`config.mk`:
```
export PLATFORM = sky130hd
export DESIGN_NAME = sprite_coin_lane
export DESIGN_NICKNAME = d
export VERILOG_FILES = /design/src/rtl/coin_pkg.sv /design/src/rtl/sprite_coin_rom.sv /design/src/rtl/sprite_coin_lane.sv
export SDC_FILE = /design/constraint.sdc
export NUM_CORES = 1
export LEC_CHECK = 0
export CORE_ASPECT_RATIO = 0.9
export CORE_UTILIZATION = 55
export DETAILED_ROUTE_END_ITERATION = 7
export PLACE_DENSITY = 0.77
export SLEW_MARGIN = 20
export SYNTH_ARGS = -nofsm -noshare
export SYNTH_HDL_FRONTEND = slang
export SYNTH_SLANG_ARGS = --single-unit
export TNS_END_PERCENT = 10
```
`constraint.sdc`:
```
create_clock -name i_clk -period 9.6 [get_ports i_clk]
set_clock_uncertainty 0.05 [all_clocks]
set_input_delay 1.44 -clock i_clk [delete_from_list [all_inputs] [get_ports i_clk]]
set_output_delay 1.44 -clock i_clk [all_outputs]
set_load 0.03 [all_outputs]
```
`src/rtl/coin_pkg.sv`:
```
// Shared definitions for the falling-coin lane: FSM encoding, sprite size, palette.
package coin_pkg;

  localparam int SPRITE_SIZE = 32;

  typedef enum logic [1:0] {
    ST_IDLE    = 2'd0,
    ST_FALL    = 2'd1,
    ST_RESPAWN = 2'd2
  } coin_state_e;

  localparam logic [23:0] PAL_0 = 24'h000000;
  localparam logic [23:0] PAL_1 = 24'hFFDB00;
  localparam logic [23:0] PAL_2 = 24'hFFF2A5;

  function automatic logic [23:0] pal_rgb(input logic [1:0] idx);
    case (idx)
      2'd1:    return PAL_1;
      2'd2:    return PAL_2;
      default: return PAL_0;
    endcase
  endfunction

endpackage

```
`src/rtl/sprite_coin_rom.sv`:
```
// 32x32 coin bitmap: gold rim around a pale face, transparent outside the disc.
module sprite_coin_rom (
  input  logic [4:0] x_i,
  input  logic [4:0] y_i,
  output logic [1:0] idx_o
);

  logic signed [15:0] dx, dy, r2;

  // Distances in half-pixel units from the sprite centre (15.5, 15.5).
  always_comb begin
    dx = $signed({10'd0, x_i, 1'b0}) - 16'sd31;
    dy = $signed({10'd0, y_i, 1'b0}) - 16'sd31;
    r2 = dx * dx + dy * dy;
    if (r2 > 16'sd900)      idx_o = 2'd0;
    else if (r2 > 16'sd484) idx_o = 2'd1;
    else                    idx_o = 2'd2;
  end

endmodule

```
`src/rtl/sprite_coin_lane.sv`:
```
// Single coin falling down a fixed lane, growing 1x/2x/4x with depth; pixel
// outputs are registered one clock behind the raster position.
module sprite_coin_lane
  import coin_pkg::*;
#(
  parameter int LANE_X         = 640,
  parameter int Y_START        = 0,
  parameter int Y_END          = 592,
  parameter int Y_SCALE2       = 300,
  parameter int Y_SCALE4       = 450,
  parameter int SPEED          = 1,
  parameter int RESPAWN_FRAMES = 1000,
  parameter int HIT_Y_MIN      = 144
) (
  input  logic        i_clk,
  input  logic        i_reset,
  input  logic [15:0] i_x,
  input  logic [15:0] i_y,
  input  logic        i_v_sync,
  input  logic        i_enable,
  input  logic        i_collect,
  output logic [7:0]  o_red,
  output logic [7:0]  o_green,
  output logic [7:0]  o_blue,
  output logic        o_visible,
  output logic        o_sprite_hit,
  output logic        o_missed,
  output logic        o_active
);

  localparam int CW = $clog2(RESPAWN_FRAMES) + 1;

  coin_state_e   state_q, state_d;
  logic [15:0]   sprite_y_q, sprite_y_d;
  logic [CW-1:0] cnt_q, cnt_d;
  logic          vs_q, tick, missed_d;
  logic [16:0]   y_sum;

  assign tick  = i_v_sync & ~vs_q;
  assign y_sum = {1'b0, sprite_y_q} + 17'(SPEED);

  always_comb begin
    state_d    = state_q;
    sprite_y_d = sprite_y_q;
    cnt_d      = cnt_q;
    missed_d   = 1'b0;
    case (state_q)
      ST_IDLE: if (tick && i_enable) begin
        state_d    = ST_FALL;
        sprite_y_d = 16'(Y_START);
      end
      ST_FALL: begin
        if (i_collect) begin
          state_d = ST_RESPAWN;
        end else if (tick && i_enable) begin
          if (y_sum >= 17'(Y_END)) begin
            sprite_y_d = 16'(Y_END);
            state_d    = ST_RESPAWN;
            missed_d   = 1'b1;
          end else begin
            sprite_y_d = y_sum[15:0];
          end
        end
      end
      ST_RESPAWN: if (tick) begin
        if (cnt_q == CW'(RESPAWN_FRAMES - 1)) begin
          cnt_d      = '0;
          sprite_y_d = 16'(Y_START);
          state_d    = i_enable ? ST_FALL : ST_IDLE;
        end else begin
          cnt_d = cnt_q + CW'(1);
        end
      end
      default: state_d = ST_IDLE;
    endcase
  end

  logic [1:0]  shift;
  logic [16:0] px, py, yb, sx, sz;
  logic        in_box, vis_d, hit_d;
  logic [4:0]  rom_x, rom_y;
  logic [1:0]  idx;

  always_comb begin
    if (sprite_y_q < 16'(Y_SCALE2))      shift = 2'd0;
    else if (sprite_y_q < 16'(Y_SCALE4)) shift = 2'd1;
    else                                 shift = 2'd2;
  end

  // 17-bit compares so a pixel left of / above the box never wraps into it.
  assign px     = {1'b0, i_x};
  assign py     = {1'b0, i_y};
  assign yb     = {1'b0, sprite_y_q};
  assign sz     = 17'(SPRITE_SIZE) << shift;
  assign sx     = 17'(LANE_X) - (sz >> 1);
  assign in_box = (px >= sx) && (px < sx + sz) && (py >= yb) && (py < yb + sz);
  assign rom_x  = 5'((px - sx) >> shift);
  assign rom_y  = 5'((py - yb) >> shift);

  sprite_coin_rom u_rom (
    .x_i   (rom_x),
    .y_i   (rom_y),
    .idx_o (idx)
  );

  assign vis_d = (state_q == ST_FALL) && in_box && (idx != 2'd0);
  assign hit_d = vis_d && (sprite_y_q >= 16'(HIT_Y_MIN)) && (sprite_y_q < 16'(Y_END));

  logic [23:0] rgb_q;
  logic        vis_q, hit_q, missed_q;

  always_ff @(posedge i_clk or posedge i_reset) begin
    if (i_reset) begin
      state_q    <= ST_IDLE;
      sprite_y_q <= 16'(Y_START);
      cnt_q      <= '0;
      vs_q       <= 1'b0;
      rgb_q      <= '0;
      vis_q      <= 1'b0;
      hit_q      <= 1'b0;
      missed_q   <= 1'b0;
    end else begin
      state_q    <= state_d;
      sprite_y_q <= sprite_y_d;
      cnt_q      <= cnt_d;
      vs_q       <= i_v_sync;
      rgb_q      <= vis_d ? pal_rgb(idx) : 24'h0;
      vis_q      <= vis_d;
      hit_q      <= hit_d;
      missed_q   <= missed_d;
    end
  end

  assign o_red        = rgb_q[23:16];
  assign o_green      = rgb_q[15:8];
  assign o_blue       = rgb_q[7:0];
  assign o_visible    = vis_q;
  assign o_sprite_hit = hit_q;
  assign o_missed     = missed_q;
  assign o_active     = (state_q == ST_FALL);

endmodule

```
==> results.sh <==
export IMPL_max_freq_mhz=108
export IMPL_synth_ff_type="dfrtp_1"
export IMPL_layout_common_cells="inv_1 (145), buf_4 (91), ha_1 (82)"
export IMPL_reg2reg_slack_ps=610
export IMPL_io_pins=65
export IMPL_startpoint_type="primary input"
export IMPL_path_class="primary input to register"
export IMPL_synth_simple_gate_area_frac=0.142
export IMPL_vias_per_cell=5.59
export IMPL_endpoint="o_sprite_hit$_DFF_PP0_"
export IMPL_grt_overflow=0
export IMPL_synth_edf_count=0
export IMPL_setup_tns_final_ps=0
export IMPL_setup_viol=0
export IMPL_critical_path_slowest_cell="fa_1"
export IMPL_ys_types=73
export IMPL_die_x_um=122
export IMPL_gp_congestion=0.923
export IMPL_end_kind="register"
export IMPL_diodes=0
export IMPL_design_area_um2=8900
export IMPL_synthArstFlopShare=1.00
export IMPL_maxCapViolCount=0
export IMPL_clock_sinks=36
export IMPL_synth_area_per_cell_um2=8.67
export IMPL_synth_xor_area_frac=0.0418
export IMPL_ff2ff_path_depth=35
export IMPL_synth_warnings=0
export IMPL_vias=6246
export IMPL_relSlewSlack=0.247
export IMPL_drt_iter0_drc=447
export IMPL_root_buffer="clkbuf_16"
export IMPL_dpl_instance_area_um2=8280
export IMPL_syn_inst=821
export IMPL_synth_compound_area_frac=0.168
export IMPL_holdCritPathClass="register to register"
export IMPL_muxShareOfSynthArea=0.0100
export IMPL_start_util=0.563
export IMPL_die_area_um2=13400
export IMPL_core_area_um2=12600
export IMPL_worstMarginPinSlew_ps=1120
export IMPL_cp_startpoint="i_y[3]"
export IMPL_port_buffers=59
export IMPL_synthToLayoutAreaGrowth_pct=25.0
export IMPL_cts_clk_slew_worst_paths_ps=60
export IMPL_wl_per_cell_um=15.8
export IMPL_die_height_um=110
export IMPL_worstPathArrival_ps=9400
export IMPL_routed_wl_um=17700
export IMPL_timing_final_crit_share=0.967
export IMPL_cts_tree="built"
export IMPL_row_count=39
export IMPL_rr_endpoint="o_sprite_hit$_DFF_PP0_"
export IMPL_synth_top_family_by_area="adder cells"
export IMPL_ant_nets=0
export IMPL_h_tree_depth=2
export IMPL_slew_viol_final=0
export IMPL_cts_buffer_depth=2
export IMPL_final_common_cell="inv_1"
export IMPL_grt_max_degree=37
export IMPL_synth_seq_area_share=0.127
export IMPL_grt_pass1_wl_um=27500
export IMPL_syn_area_um2=7120
export IMPL_yosys_register_bits=36
export IMPL_critPathMaxFanout=5
export IMPL_antenna_found_initial=0
export IMPL_worst_path_most_repeated_cell="fa_1"
export IMPL_critical_path_max_stage_delay_ps=560
export IMPL_first_pass_iters=5
export IMPL_cts_buffers_inserted=5
export IMPL_outcome="completed"
export IMPL_hold_violations=0
export IMPL_synthAdderAreaFrac=0.393
export IMPL_drc=0
export IMPL_min_period_ps=9280
export IMPL_insertion_delay_ps=280
export IMPL_hp_start="cnt_q[10]$_DFFE_PP0P_"
export IMPL_grt_pass1_vias=5796
export IMPL_required_ps=9720
export IMPL_grt_usage=0.262
export IMPL_nets=1165
export IMPL_dp_hpwl_um=13800
export IMPL_r2r_start="sprite_y_q[13]$_DFFE_PP0P_"
export IMPL_drive_above_1_share=0.186
-- worst max-delay path, delay by kind of cell --
kind,cells,cell delay [ps]
muxes,1,190
buffers and inverters,6,790
and+or+nand+nor,5,1280
AOI/OAI and AO/OA,10,2000
adders and majority gates,9,3690
-- Yosys cell counts (all sizes together) (3+ instances only) --
cell	n	area [um^2]
o22ai	5	31.3
and3	6	37.5
nor2	42	158
dfrtp	36	901
o21ai	41	205
a21oi	38	190
o211ai	4	30.0
xor2	7	61.3
nor2b	5	31.3
ha	94	1180
nand3b	4	30.0
nand3	24	120
or4	4	30.0
a21boi	3	22.5
nand4	8	50.1
fa	81	1620
or3	8	50.1
o31ai	6	50.1
a211o	4	35.0
buf	33	231
a21o	20	150
nand2	52	198
mux2i	6	60.1
o221a	3	42.5
a221oi	3	67.6
a211oi	8	60.1
o31a	3	26.3
inv	156	586
o21a	10	75.1
nor4	7	43.8
a31oi	3	18.8
nor3	17	90.1
xnor2	27	236
nand2b	8	50.1
clkbuf	6	22.5
and2	7	46.3
-- per-layer routing --
| layer | up-vias | track usage | part of all wire |
|---|---|---|---|
| met1 | 3024 | 0.389 | 0.46 |
| met2 | 195 | 0.408 | 0.47 |
| li1 | 3000 | - | - |
| met4 | 0 | 0.0450 | 0.016 |
| met5 | - | 0 | 0 |
| met3 | 27 | 0.0348 | 0.052 |
-- cell families (layout without fill, tap and decap cells) --
kind of cell	Yosys count	after routing
mux	7	7
other cells	2	12
buf+inv	195	318
xor+xnor	34	34
simple gates	201	201
fa+ha+maj	175	175
flops	36	36
compound gates	171	171
-- what timing repair did --
action                                  4_1_cts  5_1_grt
hold buffers                                  0        0
gates resized for setup                      24       59
buffers inserted                              6       13
pin swaps                                    22       54
endpoints found under the setup margin        5        5
-- stage by stage --
step | setup WS, ps | utilization | instances | hold slack [ps]
finish | 315 | 0.704 | 1118 | 426
global route | -118 | 0.704 | 1118 | 441
CTS | 5.61 | 0.679 | 1106 | 434
detailed placement | -750 | 0.655 | 1092 | 423
global placement | -378 | 0.655 | 1092 | 406
floorplan | 153 | - | 831 | 389
-- registers in the layout, summed over array words and instances (netlist names) --
signal and cells:
sprite_y_q 16, cnt_q 11, rgb_q 3, state_q 2
o_missed 1, o_sprite_hit 1, o_visible 1, vs_q 1
-- layout make-up --
type,count,area [um^2]
sequential,36,901
multi-input combinational,600,5730
clock inverter,1,7.51
fill,977,3740
tap,164,205
timing repair buffer,154,1320
clock buffer,7,143
inverter,156,588
-- worst min-delay path by stage --
stage	to	depth (start not counted)
floorplan	cnt_q[10]$_DFFE_PP0P_	1
global placement	cnt_q[10]$_DFFE_PP0P_	1
detailed placement	cnt_q[10]$_DFFE_PP0P_	1
CTS	cnt_q[10]$_DFFE_PP0P_	1
global route	cnt_q[10]$_DFFE_PP0P_	1
finish	cnt_q[10]$_DFFE_PP0P_	1
Power is left out: the tool's default activity adds up to more than one toggle a clock period on the data nets, which glitch-free logic cannot reach.
==> RTL edit 1, RTL diff (same settings) <==
Register the inputs `i_x`, `i_y`, `i_v_sync`, `i_enable` and `i_collect` before use, with the module's reset. The logic sees them one clock later.
--- a/src/rtl/sprite_coin_lane.sv
+++ b/src/rtl/sprite_coin_lane.sv
@@ -30,13 +30,35 @@
 
   localparam int CW = $clog2(RESPAWN_FRAMES) + 1;
 
+  logic [15:0] i_x_q;
+  logic [15:0] i_y_q;
+  logic i_v_sync_q;
+  logic i_enable_q;
+  logic i_collect_q;
+
+  always_ff @(posedge i_clk or posedge i_reset) begin
+    if (i_reset) begin
+      i_x_q       <= '0;
+      i_y_q       <= '0;
+      i_v_sync_q  <= '0;
+      i_enable_q  <= '0;
+      i_collect_q <= '0;
+    end else begin
+      i_x_q       <= i_x;
+      i_y_q       <= i_y;
+      i_v_sync_q  <= i_v_sync;
+      i_enable_q  <= i_enable;
+      i_collect_q <= i_collect;
+    end
+  end
+
   coin_state_e   state_q, state_d;
   logic [15:0]   sprite_y_q, sprite_y_d;
   logic [CW-1:0] cnt_q, cnt_d;
   logic          vs_q, tick, missed_d;
   logic [16:0]   y_sum;
 
-  assign tick  = i_v_sync & ~vs_q;
+  assign tick  = i_v_sync_q & ~vs_q;
   assign y_sum = {1'b0, sprite_y_q} + 17'(SPEED);
 
   always_comb begin
@@ -45,14 +67,14 @@
     cnt_d      = cnt_q;
     missed_d   = 1'b0;
     case (state_q)
-      ST_IDLE: if (tick && i_enable) begin
+      ST_IDLE: if (tick && i_enable_q) begin
         state_d    = ST_FALL;
         sprite_y_d = 16'(Y_START);
       end
       ST_FALL: begin
-        if (i_collect) begin
+        if (i_collect_q) begin
           state_d = ST_RESPAWN;
-        end else if (tick && i_enable) begin
+        end else if (tick && i_enable_q) begin
           if (y_sum >= 17'(Y_END)) begin
             sprite_y_d = 16'(Y_END);
             state_d    = ST_RESPAWN;
@@ -66,7 +88,7 @@
         if (cnt_q == CW'(RESPAWN_FRAMES - 1)) begin
           cnt_d      = '0;
           sprite_y_d = 16'(Y_START);
-          state_d    = i_enable ? ST_FALL : ST_IDLE;
+          state_d    = i_enable_q ? ST_FALL : ST_IDLE;
         end else begin
           cnt_d = cnt_q + CW'(1);
         end
@@ -88,8 +110,8 @@
   end
 
   // 17-bit compares so a pixel left of / above the box never wraps into it.
-  assign px     = {1'b0, i_x};
-  assign py     = {1'b0, i_y};
+  assign px     = {1'b0, i_x_q};
+  assign py     = {1'b0, i_y_q};
   assign yb     = {1'b0, sprite_y_q};
   assign sz     = 17'(SPRITE_SIZE) << shift;
   assign sx     = 17'(LANE_X) - (sz >> 1);
@@ -123,7 +145,7 @@
       state_q    <= state_d;
       sprite_y_q <= sprite_y_d;
       cnt_q      <= cnt_d;
-      vs_q       <= i_v_sync;
+      vs_q       <= i_v_sync_q;
       rgb_q      <= vis_d ? pal_rgb(idx) : 24'h0;
       vis_q      <= vis_d;
       hit_q      <= hit_d;
Formal check against the unedited RTL: not equivalent (a bounded check fails within 4 cycles, from zero or initial values and one cycle with i_reset high).
==> RTL edit 1 against the unedited design <==
  * Routed wire length increased by 1.9%
  * Non-clock buffer count decreased by 54
  * Register-to-register slack got worse by 270 ps
  * Hold slack got worse by 97 ps
  * Cell area increased by 5.7%
  * Worst setup slack improved by 24 ps
  * Synthesized area increased by 12%
  * Fmax increased by 0.26%
  * Sequential cell count increased by 35
  * Critical path type is now flop to flop
Power is not shown: default switching activity piles up to over one toggle a cycle in this logic, so the estimate is an artifact.
==> RTL edit 1: results <==
set metrics [dict create \
    result_of_the_run "finished, final reports clean" \
    reg2regPathDepth 37 \
    tritoncts.num_buffers 9 \
    post-cts-setup-buffers 0 \
    hold_ws_ps 329 \
    worst_hold_startpoint "i_v_sync_q" \
    reg2reg_setup_slack_ps 340 \
    crit_path_max_incr_delay_ps 560 \
    synth_top_flop_cell "dfrtp_1" \
    share_of_the_synthesized_area_in_compound_gates_ao_oa_aoi_oai 0.129 \
    clock-root-buffer "clkbuf_16" \
    n_antenna_cell 0 \
    worstHoldEndpoint "vs_q" \
    io_buffer_count 59 \
    post_route_cells_drive_above_1_share 0.131 \
    grt_max_degree 72 \
    clock_insertion_delay_worst_skew_ps 340 \
    synth_top_cells_by_area "dfrtp_1, fa_1, ha_1" \
    report.final.setup_viol 0 \
    yosys.cell_types.count 74 \
    yosys.area_share.xor_xnor 0.0372 \
    portion_of_the_post_synthesis_area_used_by_sequential_elements 0.222 \
    number_of_global_route_vias_before_repair 6263 \
    path_max_fanout 8 \
    firstDrtPassIters 5 \
    globalRouteTotalUtil 0.261 \
    finish.net_count 1155 \
    min_path_cells 0 \
    cpLargestDelayFamily "adder cells" \
    wl_per_cell_um 15.8 \
    synth_warn 0 \
    post-dp-hpwl_mm 14.4 \
    crit_slowest_cell "fa_1" \
    postCtsResizedCells 3 \
    post_synth_mux_area_share 0.0161 \
    synth_top_cells_by_count "inv_1, ha_1, fa_1" \
    fill_cells 1128 \
    async_flop_share 1.00 \
    hold_path.class "flop to flop" \
    detailedRoute.firstIterationViolations 410 \
    vias 6357 \
    leading_registers_by_flop_count "i_x_q: 16 flops, i_y_q: 16 flops, sprite_y_q: 16 flops" \
    cts.reportedPaths.clkPinSlew_ps 70 \
    htree_levels 3 \
    rr_startpoint "sprite_y_q[4]" \
    gp_congestion 0.933 \
    synth_fa_ha_area_frac 0.350 \
    worstMarginPinSlew_ps 891 \
    antenna_found_initial 0 \
    wire_length_of_the_first_global_routing_pass_mm 30.3 \
]
==> RTL edit 1: changes by cell type after synthesis, moves of 7 or more <==
cell,before,now
inv_2,3,11
dfrtp_1,36,71
nand3_1,24,16
o21ai_0,37,30
nor2b_1,5,13
nor2_1,42,53
==> RTL edit 1: logic make-up (layout without fill, tap and decap cells) <==
family	after synthesis	after routing
AOI/OAI and AO/OA	158	158
xor gates and xnor gates	34	34
adders and majority gates	175	175
buffers and inverters	199	274
DFF	71	71
muxes	12	12
other	2	12
and+or+nand+nor	212	212
==> RTL edit 1: how the worst max path moves through the flow <==
stage             startpoint            to  slack, ps  cells past startpoint
2_1_floorplan  sprite_y_q[5]  o_sprite_hit        210                     38
3_3_place_gp   sprite_y_q[5]  o_sprite_hit        200                     34
3_5_place_dp   sprite_y_q[5]  o_sprite_hit        -20                     34
4_1_cts        sprite_y_q[5]  o_sprite_hit         70                     37
5_1_grt        sprite_y_q[5]  o_sprite_hit        -80                     34
6_report       sprite_y_q[4]  o_sprite_hit        340                     37
==> RTL edit 1: area by class of cell <==
type	instances	share of cell area
sequential	71	0.189
clock buffer	9	0.0239
tap	193	0.0257
multi-input combinational	603	0.594
clock inverter	7	0.00732
inverter	158	0.0636
timing repair buffer	100	0.0963
==> RTL edit 1: stage by stage <==
stage	worst slack [ps]	std cells	setup TNS, ps	cell area, um2
2_1_floorplan	210	873	0	8040
3_3_place_gp	201	1113	0	8820
3_5_place_dp	-24.9	1113	-24.9	8820
4_1_cts	71.9	1129	0	9130
5_1_grt	-75.1	1141	-190	9400
6_report	339	1141	0	9400
==> RTL edit 1: metal layers <==
metal	vias up	routed length, um	global-route usage
met1	3087	8360	0.371
met4	0	256	0.0557
met3	27	1210	0.0508
met2	238	8190	0.417
met5	-	0	0
li1	3005	-	-
==> RTL edit 2, RTL diff (config.mk and constraints unchanged) <==
Without the edit above. The parameter `RESPAWN_FRAMES` goes from 1000 to 2000.
--- a/src/rtl/sprite_coin_lane.sv
+++ b/src/rtl/sprite_coin_lane.sv
@@ -9,7 +9,7 @@
   parameter int Y_SCALE2       = 300,
   parameter int Y_SCALE4       = 450,
   parameter int SPEED          = 1,
-  parameter int RESPAWN_FRAMES = 1000,
+  parameter int RESPAWN_FRAMES = 2000,
   parameter int HIT_Y_MIN      = 144
 ) (
   input  logic        i_clk,
Check against the original RTL: same outputs for any inputs over 4 cycles, from zero or initial values and one cycle with i_reset high; that may be too few to reach the edited logic, so the function may still have changed.
==> RTL edit 2 against the unedited design <==
  * Worst setup slack worse by 120 ps
  * Count of clock-buffer cells in the layout is 1 lower
  * Critical path depth is 5 higher
  * Non-clock buffer count is 6 higher
  * Register-to-register slack worse by 180 ps
  * Cell area is 1.7% higher
  * Routed wire length is 3.8% higher
  * Core utilization is 0.66 points higher
  * Sequential cell count is 1 higher
  * Synthesized area is 0.97% higher
  * Critical endpoint is now rgb_q[11]
Power is left out: the tool's default activity adds up to more than one toggle a clock period on the data nets, which glitch-free logic cannot reach.
==> RTL edit 2: results <==
set metrics [dict create \
    rr_startpoint "sprite_y_q[12]" \
    hold_ws_ps 430 \
    result_of_the_run "finished, final reports clean" \
    gp_congestion 0.920 \
    dpl_cell_area_um2 8330 \
    path_max_fanout 10 \
    worst_hold_startpoint "cnt_q[11]" \
    crit_path_max_incr_delay_ps 580 \
    number_of_global_route_vias_before_repair 6080 \
    timing.rr.end "rgb_q[11]" \
    wl_per_cell_um 16.2 \
    synth_top_cells_by_count "inv_1, ha_1, fa_1" \
    avgViaCountPerCell 5.57 \
    firstDrtPassIters 5 \
    grtUsageMet3 0.0480 \
    reg2regPathDepth 37 \
    wl_met3_mm 1.24 \
    portion_of_the_post_synthesis_area_used_by_sequential_elements 0.129 \
    reg2reg_setup_slack_ps 430 \
    leading_registers_by_flop_count "sprite_y_q: 16 flops, cnt_q: 12 flops, rgb_q: 3 flops" \
    numPlacedInstances 1102 \
    post_route_cells_drive_above_1_share 0.213 \
    grt_max_degree 38 \
    post-cts-setup-buffers 13 \
    finish.net_count 1182 \
    synth_top_cells_by_area "fa_1, ha_1, dfrtp_1" \
    synth.avg_cell_area_um2 8.63 \
    wire_length_of_the_first_global_routing_pass_mm 29.1 \
    vias 6316 \
    post-route-util 0.711 \
    post-dp-hpwl_mm 14.3 \
    yosys.cell_types.count 76 \
    data_arrival_time_of_the_critical_path_ps 9540 \
    detailedPlace.worstSlack_ps -562 \
    worstHoldEndpoint "cnt_q[11]" \
    htree_levels 2 \
    max-slew-margin-rel 0.437 \
    detailedRoute.firstIterationViolations 449 \
]
RTL edit 2: changes by cell type after synthesis, sizes merged, moves of 4 or more:
cell | before | now
and3 | 6 | 2
o31ai | 6 | 0
nand3 | 24 | 20
nand4 | 8 | 14
nand2 | 52 | 62
nor2 | 42 | 50
o21a | 10 | 4
a21o | 20 | 24
xnor2 | 27 | 32
o21ai | 41 | 26
a21oi | 38 | 44
RTL edit 2: area by class of cell:
cell class,count,area [um2]
multi-input cells,610,5810
fillers,927,3690
repair buffers,160,1380
flip-flops and latches,37,926
inverters,156,589
well taps,164,205
clock buffers,6,139
clock inverters,1,7.51
RTL edit 2: how the worst max path moves through the flow:
stage / startpoint / endpoint / slack, ps / depth (start not counted)
global route: i_y[1] / rgb_q[13] / -130 / 34
CTS: i_y[0] / rgb_q[11] / 0.3 / 41
finish: i_y[1] / rgb_q[11] / 200 / 36
detailed placement: i_y[0] / o_sprite_hit / -560 / 36
global placement: i_y[0] / o_sprite_hit / -260 / 36
floorplan: i_y[0] / o_sprite_hit / 110 / 35
RTL edit 2: critical path, delay by kind of cell:
| kind | cells | cell delay [ps] |
|---|---|---|
| AND/OR/NAND/NOR | 4 | 710 |
| buffers and inverters | 14 | 2190 |
| adder cells (fa/ha/maj) | 9 | 3750 |
| AO/OA/AOI/OAI | 7 | 1150 |
| XOR/XNOR | 2 | 330 |
RTL edit 2: cell families after synthesis:
kind of cell | count (synthesis) | synth area share
flops | 37 | 0.129
compound gates | 156 | 0.150
xor+xnor | 42 | 0.0512
simple gates | 218 | 0.152
buf+inv | 196 | 0.118
mux | 7 | 0.0101
other cells | 2 | 0.00104
fa+ha+maj | 175 | 0.389
